### src/rtl/uart_rx_frame_parser_if.sv
// Bundle of the RX FIFO read port, the payload byte stream and the frame status outputs.
// The parser uses the master modport; the FIFO and consumer side uses the slave modport.
interface uart_rx_frame_parser_if #(
  parameter int dbit = 8
);
  logic            rx_empty;
  logic [dbit-1:0] rx_data;
  logic            rx_rd;
  logic [7:0]      out_data;
  logic            out_valid;
  logic            out_ready;
  logic            out_last;
  logic            frame_ok;
  logic            frame_err;
  logic [1:0]      err_code;

  modport master (
    input  rx_empty, rx_data, out_ready,
    output rx_rd, out_data, out_valid, out_last, frame_ok, frame_err, err_code
  );

  modport slave (
    output rx_empty, rx_data, out_ready,
    input  rx_rd, out_data, out_valid, out_last, frame_ok, frame_err, err_code
  );
endinterface

### src/rtl/uart_rx_frame_parser.sv
// Parses SOF/LEN/payload/checksum frames from the UART RX FIFO and streams the payload out,
// reporting each frame as a one-cycle frame_ok or frame_err pulse.
module uart_rx_frame_parser #(
  parameter int         dbit    = 8,
  parameter int         MAX_LEN = 16,
  parameter logic [7:0] SOF     = 8'hAA,
  parameter int         TIMEOUT = 100000
) (
  input  logic                  clk,
  input  logic                  rst,
  uart_rx_frame_parser_if.master bus
);

  localparam int              IDLE_W       = $clog2(TIMEOUT + 1);
  localparam logic [IDLE_W-1:0] TIMEOUT_LAST = IDLE_W'(TIMEOUT - 1);
  localparam logic [7:0]      MAX_LEN_B    = 8'(MAX_LEN);

  typedef enum logic [1:0] {HUNT, LEN, PAYLOAD, CHK} state_t;

  state_t            state, state_nxt;
  logic [7:0]        cnt, cnt_nxt;
  logic [7:0]        sum, sum_nxt;
  logic [IDLE_W-1:0] idle_cnt, idle_nxt;
  logic [7:0]        out_data_q, out_data_nxt;
  logic              out_valid_q, out_valid_nxt;
  logic              out_last_q, out_last_nxt;
  logic              frame_ok_q, frame_ok_nxt;
  logic              frame_err_q, frame_err_nxt;
  logic [1:0]        err_code_q, err_code_nxt;
  logic              pop;
  logic              avail;
  logic [7:0]        rx_byte;

  // Popping is suppressed during reset so no FIFO byte is lost while the parser clears.
  assign avail   = rst & ~bus.rx_empty;
  assign rx_byte = bus.rx_data[7:0];

  always_ff @(posedge clk) begin
    if (!rst) begin
      state       <= HUNT;
      cnt         <= '0;
      sum         <= '0;
      idle_cnt    <= '0;
      out_data_q  <= '0;
      out_valid_q <= 1'b0;
      out_last_q  <= 1'b0;
      frame_ok_q  <= 1'b0;
      frame_err_q <= 1'b0;
      err_code_q  <= 2'b00;
    end else begin
      state       <= state_nxt;
      cnt         <= cnt_nxt;
      sum         <= sum_nxt;
      idle_cnt    <= idle_nxt;
      out_data_q  <= out_data_nxt;
      out_valid_q <= out_valid_nxt;
      out_last_q  <= out_last_nxt;
      frame_ok_q  <= frame_ok_nxt;
      frame_err_q <= frame_err_nxt;
      err_code_q  <= err_code_nxt;
    end
  end

  always_comb begin
    state_nxt     = state;
    cnt_nxt       = cnt;
    sum_nxt       = sum;
    idle_nxt      = idle_cnt;
    out_data_nxt  = out_data_q;
    out_valid_nxt = out_valid_q;
    out_last_nxt  = out_last_q;
    frame_ok_nxt  = 1'b0;
    frame_err_nxt = 1'b0;
    err_code_nxt  = err_code_q;
    pop           = 1'b0;

    if (out_valid_q && bus.out_ready) begin
      out_valid_nxt = 1'b0;
      out_last_nxt  = 1'b0;
    end

    case (state)
      HUNT: begin
        pop      = avail;
        idle_nxt = '0;
        if (pop && rx_byte == SOF) state_nxt = LEN;
      end
      LEN: begin
        pop = avail;
        if (pop) begin
          sum_nxt = rx_byte;
          if (rx_byte > MAX_LEN_B) begin
            frame_err_nxt = 1'b1;
            err_code_nxt  = 2'b10;
            state_nxt     = HUNT;
          end else if (rx_byte == 8'd0) begin
            state_nxt = CHK;
          end else begin
            cnt_nxt   = rx_byte;
            state_nxt = PAYLOAD;
          end
        end
      end
      PAYLOAD: begin
        pop = avail & (~out_valid_q | bus.out_ready);
        if (pop) begin
          out_data_nxt  = rx_byte;
          out_valid_nxt = 1'b1;
          out_last_nxt  = (cnt == 8'd1);
          sum_nxt       = sum + rx_byte;
          cnt_nxt       = cnt - 8'd1;
          if (cnt == 8'd1) state_nxt = CHK;
        end
      end
      CHK: begin
        pop = avail;
        if (pop) begin
          if (rx_byte == sum) begin
            frame_ok_nxt = 1'b1;
            err_code_nxt = 2'b00;
          end else begin
            frame_err_nxt = 1'b1;
            err_code_nxt  = 2'b01;
          end
          state_nxt = HUNT;
        end
      end
      default: state_nxt = HUNT;
    endcase

    // Mid-frame starvation watchdog; a pending output byte is left untouched.
    if (state != HUNT) begin
      if (pop) begin
        idle_nxt = '0;
      end else if (bus.rx_empty) begin
        if (idle_cnt == TIMEOUT_LAST) begin
          frame_err_nxt = 1'b1;
          err_code_nxt  = 2'b11;
          state_nxt     = HUNT;
          idle_nxt      = '0;
        end else begin
          idle_nxt = idle_cnt + 1'b1;
        end
      end
    end
  end

  assign bus.rx_rd     = pop;
  assign bus.out_data  = out_data_q;
  assign bus.out_valid = out_valid_q;
  assign bus.out_last  = out_last_q;
  assign bus.frame_ok  = frame_ok_q;
  assign bus.frame_err = frame_err_q;
  assign bus.err_code  = err_code_q;

endmodule
### src/flat_wrapper.sv
// flat-port wrapper written by rule: the top's interface ports become plain ports
module uart_rx_frame_parser_flat 
#(
  parameter int         dbit    = 8,
  parameter int         MAX_LEN = 16,
  parameter logic [7:0] SOF     = 8'hAA,
  parameter int         TIMEOUT = 100000
)
  (clk, rst, bus_rx_empty, bus_rx_data, bus_out_ready, bus_rx_rd, bus_out_data, bus_out_valid, bus_out_last, bus_frame_ok, bus_frame_err, bus_err_code);
  uart_rx_frame_parser_if #(.dbit(dbit)) bus_i ();
  input  logic clk;
  input  logic rst;
  input wire logic [$bits(bus_i.rx_empty)-1:0] bus_rx_empty;
  input wire logic [$bits(bus_i.rx_data)-1:0] bus_rx_data;
  input wire logic [$bits(bus_i.out_ready)-1:0] bus_out_ready;
  output wire logic [$bits(bus_i.rx_rd)-1:0] bus_rx_rd;
  output wire logic [$bits(bus_i.out_data)-1:0] bus_out_data;
  output wire logic [$bits(bus_i.out_valid)-1:0] bus_out_valid;
  output wire logic [$bits(bus_i.out_last)-1:0] bus_out_last;
  output wire logic [$bits(bus_i.frame_ok)-1:0] bus_frame_ok;
  output wire logic [$bits(bus_i.frame_err)-1:0] bus_frame_err;
  output wire logic [$bits(bus_i.err_code)-1:0] bus_err_code;
  assign bus_i.rx_empty = bus_rx_empty;
  assign bus_i.rx_data = bus_rx_data;
  assign bus_i.out_ready = bus_out_ready;
  assign bus_rx_rd = bus_i.rx_rd;
  assign bus_out_data = bus_i.out_data;
  assign bus_out_valid = bus_i.out_valid;
  assign bus_out_last = bus_i.out_last;
  assign bus_frame_ok = bus_i.frame_ok;
  assign bus_frame_err = bus_i.frame_err;
  assign bus_err_code = bus_i.err_code;
  uart_rx_frame_parser #(.dbit(dbit), .MAX_LEN(MAX_LEN), .SOF(SOF), .TIMEOUT(TIMEOUT)) u_core (.clk(clk), .rst(rst), .bus(bus_i));
endmodule
### config.mk
export PLATFORM = sky130hd
export DESIGN_NAME = uart_rx_frame_parser_flat
export DESIGN_NICKNAME = d
export VERILOG_FILES = /design/src/rtl/uart_rx_frame_parser_if.sv /design/src/rtl/uart_rx_frame_parser.sv /design/src/flat_wrapper.sv
export SDC_FILE = /design/constraint.sdc
export NUM_CORES = 1
export LEC_CHECK = 0
export CAP_MARGIN = 30
export CELL_PAD_IN_SITES_DETAIL_PLACEMENT = 1
export CELL_PAD_IN_SITES_GLOBAL_PLACEMENT = 2
export CORE_UTILIZATION = 37
export CTS_CLUSTER_DIAMETER = 150
export DETAILED_ROUTE_END_ITERATION = 12
export GPL_TIMING_DRIVEN = 0
export PLACE_DENSITY_LB_ADDON = 0.1
export REMOVE_ABC_BUFFERS = 1
export SLEW_MARGIN = 10
export SYNTH_ARGS = -nofsm -noshare
export SYNTH_HDL_FRONTEND = slang
export SYNTH_SLANG_ARGS = --single-unit
### constraint.sdc
create_clock -name clk -period 4.2 [get_ports clk]
set_input_delay 0.84 -clock clk [delete_from_list [all_inputs] [get_ports clk]]
set_output_delay 0.84 -clock clk [all_outputs]
set_load 0.01 [all_outputs]
==> impl_table.tex, run 1 <==
\begin{tabular}{lr}
\hline
Metric & Value \\
\hline
\multicolumn{2}{l}{\textbf{Run status}} \\
Status & finished clean \\
\multicolumn{2}{l}{\textbf{Clock network}} \\
Post-CTS setup-driven buffer insertion count & 0 \\
H-Tree Level Count & 2 \\
CTS tree & built \\
Post-CTS clock slew at the launch and capture registers of the worst setup and hold paths & 0.09 ns \\
Clock latency reported for the late side of the worst-skew pair & 0.31 ns \\
Number of buffers inserted by hold repair at cts & 0 \\
Cts repair resizes & 0 \\
Number of sinks on the clock net & 49 \\
Clock root cell & sky130\_fd\_sc\_hd\_\_clkbuf\_8 \\
Number of buffers added by the clock tree synthesis step & 5 \\
Maximum clock path buffer count & 2 \\
\multicolumn{2}{l}{\textbf{Placement}} \\
Detailed Place HPWL & 5.84 mm \\
Port bufs & 26 \\
Routability congestion estimate from global placement & 0.753 \\
Minimum setup slack after placement & 0.756 ns \\
Cell count after placement & 486 \\
\multicolumn{2}{l}{\textbf{Yosys}} \\
Number of flops mapped to enable cells by yosys & 0 \\
Top-area cell type share of the netlist area & 0.333 \\
Dominant cell type by area after synthesis & sky130\_fd\_sc\_hd\_\_dfxtp\_1 \\
Sequential element share of the synthesized area & 0.333 \\
Syn Inst Count & 376 \\
Main flop type after synthesis & sky130\_fd\_sc\_hd\_\_dfxtp\_1 \\
Area contributors post-synth & sky130\_fd\_sc\_hd\_\_dfxtp\_1 (33\%), sky130\_fd\_sc\_hd\_\_ha\_1 (6.4\%), sky130\_fd\_sc\_hd\_\_nand2\_1 (5.3\%) \\
Syn Std Cell Area & 0.00295 mm\^{}2 \\
Average instance area after synthesis & 7.84 um\^{}2 \\
Total of warnings raised by yosys & 0 \\
Post-synthesis sequential element count & 49 \\
Count of cell types in the netlist & 59 \\
Synth async-reset ratio & 0 \\
\multicolumn{2}{l}{\textbf{Timing}} \\
Worst hold slack & 0.460 ns \\
F\_max & 0.292 GHz \\
Hold Violations, Final & 0 \\
Worst rel slew slack & 0.471 \\
Final-report setup violation count & 0 \\
Max-slew violation total from the final report & 0 \\
Worst Tran Pin Value & 0.794 ns \\
Crit path setup slack, layout & 0.779 ns \\
Clock skew after layout & 0.00795 ns \\
Unrepaired setup endpoints after global routing & no \\
Clock period minus final worst setup slack & 3.42 ns \\
Final worst path period share & 0.814 \\
\multicolumn{2}{l}{\textbf{Drt}} \\
Aggregate routed wire length & 8.16 mm \\
First-pass iteration count of the detailed router & 4 \\
Residual DRC & 0 \\
Antenna violation net count after detailed routing & 0 \\
Total via count in the routed design & 2781 \\
Vias per std cell & 5.62 \\
Final routed wire length divided by cell count & 16.5 um \\
DRT iter0 DRCs & 73 \\
\multicolumn{2}{l}{\textbf{Critical path}} \\
Endpoint class of the critical path & output port \\
Kind of critical path & input pin to output port \\
CP startpoint kind & input pin \\
Critical path, cell by cell & clkdlybuf4s50\_1 -> nand2b\_1 -> a21oi\_1 -> clkdlybuf4s50\_1 \\
Arrival time of data at the critical path endpoint & 2.58 ns \\
Highest cell delay on the worst timing path & 0.62 ns \\
Max stage delay cell, worst path & sky130\_fd\_sc\_hd\_\_clkdlybuf4s50\_1 \\
Crit-path leading delay family & buffers and inverters \\
Maximum fanout along the worst path & 13 \\
Buffer and inverter count on the worst path & 2 \\
Top cell by count, worst path & sky130\_fd\_sc\_hd\_\_clkdlybuf4s50\_1 \\
Required time reported for the critical path endpoint & 3.36 ns \\
\multicolumn{2}{l}{\textbf{Die}} \\
Initial Util & 0.382 \\
DIE WIDTH & 91.3 um \\
Height of the die & 91.3 um \\
Row count & 32 \\
Placeable core region & 0.00773 mm\^{}2 \\
Number of top-level design ports & 27 \\
Overall die area & 0.00833 mm\^{}2 \\
\multicolumn{2}{l}{\textbf{Power}} \\
LEAKAGE & 1.31 nW \\
Max rail drop VDD & 0.127 mV \\
Power density relative to cell area & 272 mW/mm\^{}2 \\
Overall power after layout & 0.918 mW \\
\multicolumn{2}{l}{\textbf{GRT}} \\
Maximum number of pins on one net before global-route repair & 45 \\
Overall global routing resource usage & 0.209 \\
Residual overflow from global routing & 0 \\
Wire length of the first global-routing pass & 14.0 mm \\
Initial antenna violation count & 0 \\
Number of global-route vias before repair & 2757 \\
\multicolumn{2}{l}{\textbf{Min path}} \\
Worst Hold Class & register to register \\
\multicolumn{2}{l}{\textbf{Final layout}} \\
Final-stage net count & 420 \\
Final core area utilization & 0.436 \\
Layout cell share with drive strength beyond 1 & 0.0483 \\
Area growth from synthesis to final layout & 14.3\% \\
Final Instance Count excl. Fillers & 495 \\
Number of inserted diodes & 0 \\
\multicolumn{2}{l}{\textbf{Flow run}} \\
Number of violations of the max-capacitance limit & 0 \\
\hline
\end{tabular}
flip-flops by register name (all words and copies together), names as in the netlist:
register	flops
u_core.idle_cnt	17
u_core.state	2
u_core.bus.frame_ok	1
u_core.bus.out_valid	1
u_core.bus.out_data	8
u_core.bus.err_code	2
u_core.bus.frame_err	1
u_core.sum	8
u_core.bus.out_last	1
u_core.cnt	8
final cells by class:
type	instances	area (um^2)
repair buffers	27	270
fillers	942	4360
inverters	15	56.3
multi-input cells	294	1830
flip-flops and latches	49	981
well taps	102	128
clock inverters	1	5.00
clock buffers	7	96.3
report_power, final:
part | internal [mW] | switching (mW) | total [mW] | leakage, nW
logic | 0.0470 | 0.0740 | 0.121 | 0.858
clock network | 0.149 | 0.170 | 0.320 | 0.0542
registers | 0.472 | 0.00560 | 0.477 | 0.395
total | 0.668 | 0.250 | 0.918 | 1.31
cell usage after synthesis (6+ instances only):
master,number
sky130_fd_sc_hd__nor2_1,30
sky130_fd_sc_hd__nand3_1,26
sky130_fd_sc_hd__ha_1,15
sky130_fd_sc_hd__dfxtp_1,49
sky130_fd_sc_hd__clkbuf_1,14
sky130_fd_sc_hd__o21ai_0,24
sky130_fd_sc_hd__inv_1,14
sky130_fd_sc_hd__nand2_1,42
sky130_fd_sc_hd__a21oi_1,31
sky130_fd_sc_hd__o21a_1,6
sky130_fd_sc_hd__a31oi_1,8
sky130_fd_sc_hd__nor3_1,8
sky130_fd_sc_hd__nor2b_1,17
worst register-to-register path, delay by kind of cell (launching register included):
kind            cells  cell delay, ns
simple gates        2            0.20
fa+ha+maj           1            0.42
buf+inv             3            0.56
flops               1            0.43
compound gates      3            0.98
metrics by stage:
step                      area [um^2]  TNS [ns]
after floorplan                  2870         0
after global placement           3260    -0.692
after detailed placement         3250         0
after CTS                        3360         0
after global routing             3370         0
final                            3370         0
metal layers:
layer  vias to the layer above  track usage  routed length [um]
met2                        28        0.342                3740
li1                       1396            -                   -
met5                         -            0                   0
met1                      1350        0.292                4220
met3                         7       0.0302                 132
met4                         0       0.0463                  61
layout by cell type, fill, tap and decap left out, types with 14 or more instances in the layout:
cell type and count:
sky130_fd_sc_hd__dfxtp_1 49, sky130_fd_sc_hd__nand2_1 42, sky130_fd_sc_hd__a21oi_1 31, sky130_fd_sc_hd__nor2_1 30, sky130_fd_sc_hd__nand3_1 26, sky130_fd_sc_hd__clkdlybuf4s50_1 25, sky130_fd_sc_hd__o21ai_0 24, sky130_fd_sc_hd__nor2b_1 17
sky130_fd_sc_hd__ha_1 15, sky130_fd_sc_hd__inv_1 14
cell families after synthesis:
group / count (synthesis) / share of synthesized area
adder cells (fa/ha/maj): 16 / 0.0704
flip-flops: 49 / 0.333
AO/OA/AOI/OAI: 103 / 0.232
multiplexers: 6 / 0.0208
buffers and inverters: 33 / 0.0454
AND/OR/NAND/NOR: 166 / 0.290
XOR/XNOR: 3 / 0.00891
worst paths after layout:
kind | from | end | slack [ns] | cells after the start
max reg2reg | u_core.state[0] | u_core.cnt[4] | 1.52 | 9
max | bus_rx_empty | bus_rx_rd | 0.78 | 4
min | u_core.cnt[6] | u_core.cnt[6] | 0.46 | 2
min reg2reg | u_core.cnt[6] | u_core.cnt[6] | 0.46 | 2
(Power assumes the default switching activity.)
==> run 2, diff against run 1 <==
--- a/config.mk
+++ b/config.mk
@@ -8,7 +8,7 @@
 export CAP_MARGIN = 30
 export CELL_PAD_IN_SITES_DETAIL_PLACEMENT = 1
 export CELL_PAD_IN_SITES_GLOBAL_PLACEMENT = 2
-export CORE_UTILIZATION = 37
+export CORE_UTILIZATION = 31
 export CTS_CLUSTER_DIAMETER = 150
 export DETAILED_ROUTE_END_ITERATION = 12
 export GPL_TIMING_DRIVEN = 0
==> constraint.sdc (replaced) <==
create_clock -name clk -period 2.9 [get_ports clk]
set_input_delay 0.58 -clock clk [delete_from_list [all_inputs] [get_ports clk]]
set_output_delay 0.58 -clock clk [all_outputs]
set_load 0.01 [all_outputs]
==> run 2 against run 1 <==
Clock skew increased by 0.0067 ns. Global-route usage is 2.8 points lower. Final cell count increased by 6.1%. Die area is 19% higher. Wire length up 3.8%. Via count fell by 0.65%. Critical path depth grew 6. Final area grew 1.4%. Hold slack worse by 0.0072 ns. Register-to-register slack lost 1.1 ns.
==> impl_table.tex, run 2 (synthesis gave the netlist of run 1 again) <==
\begin{tabular}{lr}
\hline
Metric & Value \\
\hline
\multicolumn{2}{l}{\textbf{GRT}} \\
Initial antenna violation count & 0 \\
Maximum number of pins on one net before global-route repair & 45 \\
Residual overflow from global routing & 0 \\
Overall global routing resource usage & 0.181 \\
Wire length of the first global-routing pass & 14.3 mm \\
Number of global-route vias before repair & 2860 \\
\multicolumn{2}{l}{\textbf{Critical path}} \\
Arrival time of data at the critical path endpoint & 2.82 ns \\
Endpoint class of the critical path & register \\
CP startpoint kind & input pin \\
Worst-case register-to-register setup slack & 0.42 ns \\
Required time reported for the critical path endpoint & 3.07 ns \\
Worst reg2reg path endpoint & u\_core.cnt[5] \\
Startpoint of the worst register-to-register path & u\_core.state[0] \\
Kind of critical path & input pin to register \\
Maximum fanout along the worst path & 6 \\
Length in cells of the worst reg-to-reg path & 10 \\
\multicolumn{2}{l}{\textbf{Die}} \\
DIE WIDTH & 99.5 um \\
Row count & 35 \\
Height of the die & 99.5 um \\
Overall die area & 0.00991 mm\^{}2 \\
Initial Util & 0.319 \\
Number of top-level design ports & 27 \\
Placeable core region & 0.00924 mm\^{}2 \\
\multicolumn{2}{l}{\textbf{Placement}} \\
Routability congestion estimate from global placement & 0.747 \\
Minimum setup slack after placement & -0.324 ns \\
Detailed Place HPWL & 6.10 mm \\
Port bufs & 26 \\
Post-place instance area & 0.00329 mm\^{}2 \\
\multicolumn{2}{l}{\textbf{Timing}} \\
Crit path setup slack, layout & 0.243 ns \\
Clock period minus final worst setup slack & 2.66 ns \\
Worst Tran Pin Value & 0.616 ns \\
Clock skew after layout & 0.0146 ns \\
Final worst path period share & 0.916 \\
Hold Violations, Final & 0 \\
Final-report setup violation count & 0 \\
Worst hold slack & 0.453 ns \\
Worst rel slew slack & 0.588 \\
F\_max & 0.376 GHz \\
Unrepaired setup endpoints after global routing & no \\
Max-slew violation total from the final report & 0 \\
\multicolumn{2}{l}{\textbf{Drt}} \\
First-pass iteration count of the detailed router & 4 \\
Final routed wire length divided by cell count & 16.1 um \\
Vias per std cell & 5.26 \\
Antenna violation net count after detailed routing & 0 \\
Total via count in the routed design & 2763 \\
Residual DRC & 0 \\
DRT iter0 DRCs & 46 \\
Aggregate routed wire length & 8.46 mm \\
\multicolumn{2}{l}{\textbf{Clock network}} \\
Post-CTS clock slew at the launch and capture registers of the worst setup and hold paths & 0.10 ns \\
H-Tree Level Count & 2 \\
Number of buffers inserted by hold repair at cts & 0 \\
Clock latency reported for the late side of the worst-skew pair & 0.32 ns \\
Maximum clock path buffer count & 2 \\
Number of buffers added by the clock tree synthesis step & 5 \\
CTS tree & built \\
Clock root cell & sky130\_fd\_sc\_hd\_\_clkbuf\_8 \\
Number of sinks on the clock net & 49 \\
\multicolumn{2}{l}{\textbf{Final layout}} \\
Commonest cells after routing, fill and taps aside & sky130\_fd\_sc\_hd\_\_dfxtp\_1 (49), sky130\_fd\_sc\_hd\_\_nand2\_1 (42), sky130\_fd\_sc\_hd\_\_a21oi\_1 (31), sky130\_fd\_sc\_hd\_\_nor2\_1 (30), sky130\_fd\_sc\_hd\_\_nand3\_1 (26) \\
Register containing the most flip-flops in the final layout & u\_core.idle\_cnt \\
Number of inserted diodes & 0 \\
Layout cell share with drive strength beyond 1 & 0.0556 \\
Final-stage net count & 423 \\
Largest register FFs & 17 \\
Final non-filler cell area & 0.00342 mm\^{}2 \\
Area growth from synthesis to final layout & 16.0\% \\
Leading cell type in the layout, fill and taps excluded & sky130\_fd\_sc\_hd\_\_dfxtp\_1 \\
\multicolumn{2}{l}{\textbf{Power}} \\
Power density relative to cell area & 389 mW/mm\^{}2 \\
Max rail drop VDD & 0.190 mV \\
Overall power after layout & 1.33 mW \\
LEAKAGE & 1.32 nW \\
\multicolumn{2}{l}{\textbf{Min path}} \\
Worst hold start & u\_core.cnt[6] \\
Hold Path Cell Cnt & 2 \\
Worst Hold Path EP & u\_core.cnt[6] \\
Worst Hold Class & register to register \\
\multicolumn{2}{l}{\textbf{Flow run}} \\
Number of violations of the max-capacitance limit & 0 \\
\multicolumn{2}{l}{\textbf{Run status}} \\
Status & finished clean \\
\hline
\end{tabular}
run 2: area by class of cell:
class | count | area (um^2)
multi-input cells | 294 | 1830
repair buffers | 30 | 290
inverters | 15 | 56.3
clock buffers | 6 | 82.6
well taps | 129 | 161
flip-flops and latches | 49 | 981
clock inverters | 2 | 13.8
fillers | 1148 | 5820
run 2: how the worst max path moves through the flow:
stage	from	end	slack, ns	cells after the start
3_3_place_gp	rst	u_core.cnt[4]	-1.29	7
5_1_grt	bus_rx_data[0]	u_core.sum[6]	0.08	10
4_1_cts	bus_rx_data[2]	u_core.cnt[2]	0.02	7
6_report	bus_rx_data[0]	u_core.sum[6]	0.24	10
2_1_floorplan	u_core.state[0]	u_core.sum[7]	0.65	7
3_5_place_dp	bus_rx_empty	u_core.cnt[4]	-0.32	7
run 2: timing repair:
| action | 4_1_cts | 5_1_grt |
|---|---|---|
| buffers inserted | 0 | 3 |
| pin swaps | 0 | 1 |
| gates resized for setup | 2 | 0 |
| gates cloned | 0 | 0 |
| setup endpoints to repair | 2 | 4 |
run 2: metal layers:
metal  routed length, um  vias to the layer above  global-route usage
li1                    -                     1398                   -
met1                4110                     1333               0.235
met5                   0                        -                   0
met4                  78                        0              0.0396
met2                4120                       26               0.319
met3                 148                        6              0.0246
run 2: through the flow:
stage,util,TNS (ns),instances
2_1_floorplan,-,0,358
3_5_place_dp,0.356,-2.22,513
3_3_place_gp,0.356,-33.36,513
4_1_cts,0.366,0,521
5_1_grt,0.370,0,525
6_report,0.370,0,525
run 2: critical path, cell delays in order:
cell and delay, ns:
sky130_fd_sc_hd__clkdlybuf4s50_1 0.59, sky130_fd_sc_hd__ha_1 0.21, sky130_fd_sc_hd__inv_1 0.05, sky130_fd_sc_hd__fa_1 0.39, sky130_fd_sc_hd__nor2b_1 0.18, sky130_fd_sc_hd__o21a_1 0.14, sky130_fd_sc_hd__o21ai_0 0.11, sky130_fd_sc_hd__mux2_2 0.29
sky130_fd_sc_hd__o21ai_0 0.18, sky130_fd_sc_hd__a31oi_1 0.10
run 2: power by group:
group,internal [mW],switching [mW]
clock network,0.195,0.264
registers,0.683,0.00820
logic,0.0706,0.109
total,0.949,0.381
==> run 3, diff against run 2 <==
--- a/config.mk
+++ b/config.mk
@@ -12,7 +12,7 @@
 export CTS_CLUSTER_DIAMETER = 150
 export DETAILED_ROUTE_END_ITERATION = 12
 export GPL_TIMING_DRIVEN = 0
-export PLACE_DENSITY_LB_ADDON = 0.1
+export PLACE_DENSITY = 0.82
 export REMOVE_ABC_BUFFERS = 1
 export SLEW_MARGIN = 10
 export SYNTH_ARGS = -nofsm -noshare
==> run 3 against run 2 <==
Sequential share of layout area decreased by 0.24 points. Largest cell class unchanged. Global-route usage shrank 0.89 points. Critical path type unchanged. Highest routed layer unchanged. Clock power is 15% higher. Largest power group unchanged. Worst setup slack got worse by 0.061 ns.
==> impl_table.tex, run 3 (synthesis gave the netlist of run 1 again) <==
\begin{tabular}{lr}
\hline
Metric & Value \\
\hline
\multicolumn{2}{l}{\textbf{Critical path}} \\
Crit-path leading delay family & buffers and inverters \\
Critical path, cell by cell & clkdlybuf4s50\_1 -> ha\_1 -> inv\_1 -> fa\_1 -> nor2b\_1 -> o21a\_1 -> o21ai\_0 -> mux2\_2 -> o21ai\_0 -> a31oi\_1 \\
Critical path depth in cells & 10 \\
Kind of critical path & input pin to register \\
Length in cells of the worst reg-to-reg path & 7 \\
Worst-case register-to-register setup slack & 0.59 ns \\
Max stage delay cell, worst path & sky130\_fd\_sc\_hd\_\_clkdlybuf4s50\_1 \\
Maximum fanout along the worst path & 6 \\
Required time reported for the critical path endpoint & 3.06 ns \\
Startpoint of the worst register-to-register path & u\_core.state[1] \\
Arrival time of data at the critical path endpoint & 2.88 ns \\
Worst reg2reg path endpoint & u\_core.sum[7] \\
Endpoint class of the critical path & register \\
Highest cell delay on the worst timing path & 0.60 ns \\
CP startpoint kind & input pin \\
Buffer and inverter count on the worst path & 2 \\
Top cell by count, worst path & sky130\_fd\_sc\_hd\_\_o21ai\_0 \\
\multicolumn{2}{l}{\textbf{Clock network}} \\
Number of buffers added by the clock tree synthesis step & 5 \\
Maximum clock path buffer count & 2 \\
Number of buffers inserted by hold repair at cts & 0 \\
Post-CTS clock slew at the launch and capture registers of the worst setup and hold paths & 0.09 ns \\
CTS tree & built \\
Number of sinks on the clock net & 49 \\
H-Tree Level Count & 2 \\
Clock latency reported for the late side of the worst-skew pair & 0.31 ns \\
Clock root cell & sky130\_fd\_sc\_hd\_\_clkbuf\_8 \\
\multicolumn{2}{l}{\textbf{Timing}} \\
Worst hold slack & 0.467 ns \\
Hold Violations, Final & 0 \\
Clock skew after layout & 0.00930 ns \\
F\_max & 0.368 GHz \\
Sum of negative setup slack & 0 ns \\
Final-report setup violation count & 0 \\
Worst rel slew slack & 0.561 \\
Clock period minus final worst setup slack & 2.72 ns \\
Max-slew violation total from the final report & 0 \\
Worst Tran Pin Value & 0.656 ns \\
Final worst path period share & 0.937 \\
Unrepaired setup endpoints after global routing & no \\
\multicolumn{2}{l}{\textbf{Drt}} \\
Antenna violation net count after detailed routing & 0 \\
First-pass iteration count of the detailed router & 4 \\
Residual DRC & 0 \\
Vias per std cell & 5.36 \\
DRT iter0 DRCs & 73 \\
Aggregate routed wire length & 8.10 mm \\
Final routed wire length divided by cell count & 15.5 um \\
Total via count in the routed design & 2809 \\
\multicolumn{2}{l}{\textbf{GRT}} \\
Number of global-route vias before repair & 2849 \\
Maximum number of pins on one net before global-route repair & 45 \\
Initial antenna violation count & 0 \\
Overall global routing resource usage & 0.172 \\
Wire length of the first global-routing pass & 13.7 mm \\
Residual overflow from global routing & 0 \\
\multicolumn{2}{l}{\textbf{Power}} \\
Sequential share of power & 0.495 \\
Part of the power in combinational logic & 0.128 \\
Part of the total power dissipated in the clock network & 0.377 \\
Fraction of power spent switching nets & 0.258 \\
Power density relative to cell area & 405 mW/mm\^{}2 \\
LEAKAGE & 1.33 nW \\
Power spent charging and discharging nets & 0.360 mW \\
Internal power & 1.04 mW \\
Max rail drop VDD & 0.265 mV \\
\multicolumn{2}{l}{\textbf{Die}} \\
DIE WIDTH & 99.5 um \\
Number of top-level design ports & 27 \\
Placeable core region & 0.00924 mm\^{}2 \\
Height of the die & 99.5 um \\
Initial Util & 0.319 \\
Row count & 35 \\
Overall die area & 0.00991 mm\^{}2 \\
\multicolumn{2}{l}{\textbf{Flow run}} \\
Number of violations of the max-capacitance limit & 0 \\
\multicolumn{2}{l}{\textbf{Min path}} \\
Worst Hold Class & register to register \\
Hold Path Cell Cnt & 2 \\
Worst Hold Path EP & u\_core.cnt[6] \\
Worst hold start & u\_core.cnt[6] \\
\multicolumn{2}{l}{\textbf{Placement}} \\
Routability congestion estimate from global placement & 0.806 \\
Port bufs & 26 \\
Detailed Place HPWL & 5.83 mm \\
\multicolumn{2}{l}{\textbf{Final layout}} \\
Leading cell type in the layout, fill and taps excluded & sky130\_fd\_sc\_hd\_\_dfxtp\_1 \\
Area growth from synthesis to final layout & 16.9\% \\
Register containing the most flip-flops in the final layout & u\_core.idle\_cnt \\
Layout cell share with drive strength beyond 1 & 0.0506 \\
Final-stage net count & 422 \\
Commonest cells after routing, fill and taps aside & sky130\_fd\_sc\_hd\_\_dfxtp\_1 (49), sky130\_fd\_sc\_hd\_\_nand2\_1 (42), sky130\_fd\_sc\_hd\_\_a21oi\_1 (31), sky130\_fd\_sc\_hd\_\_nor2\_1 (30), sky130\_fd\_sc\_hd\_\_nand3\_1 (26) \\
Largest register FFs & 17 \\
Number of inserted diodes & 0 \\
\multicolumn{2}{l}{\textbf{Run status}} \\
Status & finished clean \\
\hline
\end{tabular}
[run 3: worst max path at each step]
stage | start | end | slack, ns
floorplan | u_core.state[0] | u_core.sum[7] | 0.65
global route | bus_rx_data[0] | u_core.sum[6] | 0.07
finish | bus_rx_data[0] | u_core.sum[6] | 0.18
global placement | rst | u_core.cnt[4] | -1.10
CTS | rst | bus_rx_rd | 0.01
detailed placement | bus_rx_empty | u_core.sum[7] | -0.21
[run 3: repair_timing]
item,in CTS,in global routing
pin swaps,0,1
hold endpoints to repair,0,0
setup buffers,0,2
cloned,0,0
resized for setup,1,1
setup endpoints to repair,1,3
[run 3: routing by layer]
| metal | track usage | up-vias | wire [um] |
|---|---|---|---|
| met1 | 0.212 | 1375 | 3870 |
| met2 | 0.309 | 29 | 4000 |
| met3 | 0.0246 | 8 | 152 |
| li1 | - | 1397 | - |
| met4 | 0.0543 | 0 | 82 |
| met5 | 0 | - | 0 |
[run 3: power by group through the flow]
stage	sequential, mW	combinational [mW]	clock, mW
after floorplan	0.705	0.107	0
after global placement	0.707	0.172	0
after detailed placement	0.707	0.175	0
after CTS	0.691	0.175	0.545
after global routing	0.693	0.201	0.578
final	0.692	0.179	0.526
[run 3: layout make-up]
class	instances	area (um^2)
flip-flops and latches	49	981
clock buffers	7	86.3
well taps	129	161
multi-input cells	294	1830
fillers	1112	5790
inverters	15	56.3
repair buffers	29	299
clock inverters	1	30.0
[run 3: through the flow]
step	total power, mW	setup slack (ns)	util	std cells	area (um^2)
6_report	1.40	0.182	0.373	524	3450
5_1_grt	1.47	0.0684	0.373	524	3450
4_1_cts	1.41	0.0139	0.368	521	3400
3_5_place_dp	0.881	-0.212	0.356	513	3290
3_3_place_gp	0.878	-1.10	0.356	513	3290
2_1_floorplan	0.812	0.650	-	358	2870
[run 3: worst register-to-register path, cell delays in order (launching register included)]
cell and delay (ns):
sky130_fd_sc_hd__dfxtp_1 0.37, sky130_fd_sc_hd__inv_1 0.12, sky130_fd_sc_hd__ha_1 0.35, sky130_fd_sc_hd__a21oi_1 0.11, sky130_fd_sc_hd__o21a_1 0.41, sky130_fd_sc_hd__and4b_1 0.33, sky130_fd_sc_hd__o21a_1 0.18, sky130_fd_sc_hd__or3_1 0.33
